$ cat config.mk
export PLATFORM = sky130hd
export DESIGN_NAME = serial_magnitude_comparator
export DESIGN_NICKNAME = d
export VERILOG_FILES = /design/src/rtl/serial_magnitude_comparator.sv
export SDC_FILE = /design/constraint.sdc
export NUM_CORES = 1
export LEC_CHECK = 0
export BUFFER_PORTS_ARGS = -buffer_cell sky130_fd_sc_hd__buf_4
export CORE_UTILIZATION = 50
export CTS_CLUSTER_DIAMETER = 200
export CTS_CLUSTER_SIZE = 12
export DETAILED_ROUTE_END_ITERATION = 6
export PLACE_DENSITY = 0.79
export SLEW_MARGIN = 20
export SYNTH_ARGS = -nofsm -noshare
export SYNTH_HDL_FRONTEND = slang
export SYNTH_SLANG_ARGS = --single-unit
$ cat constraint.sdc
create_clock -name clk -period 1.4 [get_ports clk]
set_input_delay 0.28 -clock clk [delete_from_list [all_inputs] [get_ports clk]]
set_output_delay 0.28 -clock clk [all_outputs]
set_load 0.01 [all_outputs]
$ cat src/rtl/serial_magnitude_comparator.sv
// Bit-serial, MSB-first magnitude comparator.
// Takes one (a_bit, b_bit) pair per accepted beat. After WIDTH pairs it
// updates the registered, one-hot relation flags and pulses done.
//
// Ports:
//   clk, rst_n            clock, asynchronous active-low reset
//   start                 begin a comparison (honoured in IDLE or DONE)
//   bit_valid, bit_ready  per-beat handshake; bit_ready is high only in COMPARE
//   a_bit, b_bit          operand bits, MSB first
//   busy                  high while comparing
//   done                  one-cycle pulse when the result flags update
//   a_greater_b, a_equal_b, a_lower_b   last completed result, one-hot
module serial_magnitude_comparator #(
  parameter int unsigned WIDTH = 8
) (
  input  logic clk,
  input  logic rst_n,
  input  logic start,
  input  logic bit_valid,
  output logic bit_ready,
  input  logic a_bit,
  input  logic b_bit,
  output logic busy,
  output logic done,
  output logic a_greater_b,
  output logic a_equal_b,
  output logic a_lower_b
);

  localparam int unsigned CNT_W = $clog2(WIDTH + 1);
  localparam logic [CNT_W-1:0] LAST_IDX = CNT_W'(WIDTH - 1);

  typedef enum logic [1:0] {
    IDLE    = 2'd0,
    COMPARE = 2'd1,
    DONE    = 2'd2
  } state_e;

  state_e           state_q, state_d;
  logic [CNT_W-1:0] cnt_q, cnt_d;
  logic             decided_q, decided_d;
  logic             wgt_q, wgt_d;
  logic             wlt_q, wlt_d;
  logic             gt_q, gt_d;
  logic             eq_q, eq_d;
  logic             lt_q, lt_d;
  logic             busy_q, busy_d;
  logic             ready_q, ready_d;
  logic             done_q, done_d;

  // Next-state, working-register and result logic
  always_comb begin
    state_d   = state_q;
    cnt_d     = cnt_q;
    decided_d = decided_q;
    wgt_d     = wgt_q;
    wlt_d     = wlt_q;
    gt_d      = gt_q;
    eq_d      = eq_q;
    lt_d      = lt_q;

    unique case (state_q)
      IDLE, DONE: begin
        state_d = IDLE;
        if (start) begin
          state_d   = COMPARE;
          cnt_d     = '0;
          decided_d = 1'b0;
          wgt_d     = 1'b0;
          wlt_d     = 1'b0;
        end
      end
      COMPARE: begin
        if (bit_valid) begin
          cnt_d = cnt_q + CNT_W'(1);
          // First differing bit (MSB first) settles the relation
          if (!decided_q && (a_bit != b_bit)) begin
            decided_d = 1'b1;
            wgt_d     = a_bit;
            wlt_d     = b_bit;
          end
          // Result uses the updated working bits so a deciding last bit counts
          if (cnt_q == LAST_IDX) begin
            state_d = DONE;
            gt_d    = wgt_d;
            lt_d    = wlt_d;
            eq_d    = ~wgt_d & ~wlt_d;
          end
        end
      end
      default: state_d = IDLE;
    endcase

    busy_d  = (state_d == COMPARE);
    ready_d = (state_d == COMPARE);
    done_d  = (state_d == DONE);
  end

  // State and output registers
  always_ff @(posedge clk or negedge rst_n) begin
    if (!rst_n) begin
      state_q   <= IDLE;
      cnt_q     <= '0;
      decided_q <= 1'b0;
      wgt_q     <= 1'b0;
      wlt_q     <= 1'b0;
      gt_q      <= 1'b0;
      eq_q      <= 1'b1;
      lt_q      <= 1'b0;
      busy_q    <= 1'b0;
      ready_q   <= 1'b0;
      done_q    <= 1'b0;
    end else begin
      state_q   <= state_d;
      cnt_q     <= cnt_d;
      decided_q <= decided_d;
      wgt_q     <= wgt_d;
      wlt_q     <= wlt_d;
      gt_q      <= gt_d;
      eq_q      <= eq_d;
      lt_q      <= lt_d;
      busy_q    <= busy_d;
      ready_q   <= ready_d;
      done_q    <= done_d;
    end
  end

  assign bit_ready   = ready_q;
  assign busy        = busy_q;
  assign done        = done_q;
  assign a_greater_b = gt_q;
  assign a_equal_b   = eq_q;
  assign a_lower_b   = lt_q;

endmodule

==> metrics.md <==
| Metric | Value |
|---|---|
| PwrDens | 1990 nW/um^2 |
| Min Tclk post-route | between 1 and 1.5 ns |
| Routed Antenna Nets | 0 |
| Routing usage on met1 | 27.7% |
| Fin Clk Skew | 0.00394 ns |
| Clock slew at reported path FFs | roughly 0.080 ns |
| Largest area contributor in the netlist | dfrtp_1 |
| WP buf/inv | 0 |
| Critical Path Slowest Stage Cell | dfrtp_1 |
| Synth warn | 0 |
| Worst vdd ir | 1050 uV |
| Area delta synth->final | 20.3% |
| Setup TNS | 0 ns |
| Vias per std cell | 5.57 |
| Final wirelength | 1250 um |
| RSZ-0062 raised after global routing | false |
| GP Congestion | 0.706 |
| Row Count | 12 |
| Kind of critical path | reg2reg |
| Most common cell after layout, fill and taps aside | dfrtp_1 |
| Final Cell Area | 779 um^2 |
| Fmax | about 770 MHz |
| Starting density of the core | between 50% and 60% |
| Worst hold path startpoint | a_bit |
| Crit Path Max Fanout | 10 |
| Gr usage total | between 20 and 25% |
| Final worst-path cycle share | 93.1% |
| GR Util met3 | 3.49% |
| Max incr delay on CP | 0.39 ns |
| Root buffer cell | clkbuf_4 |
| Reg2reg end | a_lower_b |
| Max reg flops | 4 |
| CTS Buf Count | 3 |
| Synth area leaders | dfrtp_1 (50%), o21ai_0 (6.9%), nand3_1 (4.6%) |
| Crit path max-delay family | flip-flops |
| Placed cells | 85 |
| Critical Path Sink Type | register |
| Fillers | 96 |
| Hold EP | a_lower_b |
| DR pass1 iterations | 4 |
| Placed Area | 733 um^2 |
| Max cap viols | 0 |
| Clock Latency Late Sink | 0.27 ns |
| DIE AREA | 1440 um^2 |
| Fin. max-slew vios | 0 |
| Final #Nets | between 80 and 90 |
| Reg-to-Reg Start | cnt_q[0] |
| DR WL/cell | 13.9 um |
| Drt drc | 0 |
| GR peak layer | met2 |
| Layout cells sized above 1 | 25.0% |
| Setup violators final | 0 |
| Post CTS Setup Buffer Count | 0 |
| Biggest regs | cnt_q: 4 flops, state_q: 2 flops |
| HP Class | in2reg |
| Biggest register | cnt_q |
| CTS tree | yes |
| Sequential area share after synthesis | 54.2% |
| Post-synthesis register bit count | 14 |
| Distinct cells, synth | 24 |
| Hold Vio Cnt, Final | 0 |
| Slew headroom | 80.1% |
| Die span in y | 38.0 um |
| Post-synth top area share | around half |
| Status | complete, no violations |
| Pin count of the biggest net entering global routing | 15 |
| Clock Sinks | 14 |
| Syn_nets | 70 |
| Mean Syn Cell Area | 10.3 um^2 |
| Vias in the first global route | 486 |
| Die width | about 38 um |
| R2r setup slk | between 0.09 and 0.1 ns |
| Global-route wire length before repair | around 2100 um |
| Post-synthesis cell count | 63 |
| Mapped cell area | between 600 and 700 um^2 |
| M2 GR Usage | 37.1% |
| PortBufs | 11 |
| Initial antenna violation count | 0 |
| Worst-Margin Slew | a little under 0.3 ns |
| # IOs | 12 |
| LEAKAGE | 0.000354 uW |
| Iteration-0 DRC Markers | 3 |
| Critical path, cell by cell | ha_1 > nand4b_2 > o41ai_2 |
| Critical path startpoint category | register |
| Core Region | 1160 um^2 |
| R2R depth | 3 |
| ANT cells | 0 |
| Crit path required time | 1.58 ns |
| Crit path DAT | 1.48 ns |
| Vias | 501 |
| Post-layout util | 67.4% |
| WHS Path Cells | 3 |
| Total gr overflow | 0 |
| Clk buf depth | 2 |
| DPL Wire Length | about 840 um |
| Post-route insts no fill | 90 |
| H-tree depth | 1 |
| Commonest non-fill, non-tap cells in the layout | dfrtp_1 (13), buf_4 (12), o21ai_0 (8), nand3_1 (6), o21ai_1 (4) |
## cells by family after synthesis
| family | synth area share (%) |
|---|---|
| compound gates | 19.5 |
| xor+xnor | 1.35 |
| buf+inv | 4.63 |
| fa+ha+maj | 1.93 |
| flops | 54.2 |
| simple gates | 18.3 |
## area by class of cell
cell class / count / area [um^2] / area share (%)
clock buffers: 4 / 36.3 / 4.65
inverters: 2 / 7.51 / 0.963
multi-input cells: 43 / 267 / 34.2
flip-flops and latches: 14 / 352 / 45.1
well taps: 14 / 17.5 / 2.25
repair buffers: 13 / 100 / 12.8
## metrics by stage
step,power [uW],setup WS [ns],hold slack (ns)
after floorplan,1060,0.224,-0.0156
after global placement,1220,0.179,0.134
after detailed placement,1250,0.125,0.137
after CTS,1560,0.108,0.345
after global routing,1680,0.0124,0.356
final,1550,0.0966,0.362
## synthesized netlist by cell type
library cell  number
o41ai_2            1
buf_4              1
nor2b_1            1
and2_1             2
nand3b_1           1
nand2b_1           3
a21boi_1           1
o31ai_1            3
o21ai_0            9
buf_2              3
xnor2_1            1
nand4b_2           1
or3_1              1
inv_1              2
dfstp_2            1
nand2_1            3
nand3_1            6
a22oi_1            1
a21oi_1            1
dfrtp_1           13
nor2_1             3
o21bai_1           1
o21ai_1            3
ha_1               1
## worst register-to-register path, cell delays in order (launching register included)
cell      delay [ns]
dfrtp_1         0.39
ha_1            0.20
nand4b_2        0.25
o41ai_2         0.37
## where the power goes
part / total (uW) / switching [uW] / internal [uW]
clock: 284 / 126 / 158
combinational: 576 / 310 / 266
sequential: 691 / 126 / 566
total: 1550 / 562 / 990
## worst max path at each step
| stage | endpoint | start | cells after the start | slack [ns] |
|---|---|---|---|---|
| after global routing | a_lower_b | cnt_q[0] | 4 | 0.01 |
| after CTS | a_lower_b | cnt_q[0] | 3 | 0.11 |
| after floorplan | a_lower_b | cnt_q[0] | 3 | 0.22 |
| final | a_lower_b | cnt_q[0] | 3 | 0.1 |
| after global placement | a_lower_b | cnt_q[0] | 3 | 0.18 |
| after detailed placement | a_lower_b | cnt_q[0] | 3 | 0.12 |
## timing repair
action                     in CTS  in global routing
gates resized for setup         0                  1
hold endpoints to repair       13                  0
setup endpoints to repair       0                  1
hold buffers                    1                  0
## metal layers
metal | wire [um] | vias to the layer above
met2 | 617 | 10
met5 | 0 | -
met3 | 48 | 2
li1 | - | 249
met1 | 571 | 240
met4 | 8 | 0
No activity file was read; power rests on OpenSTA's default activity.
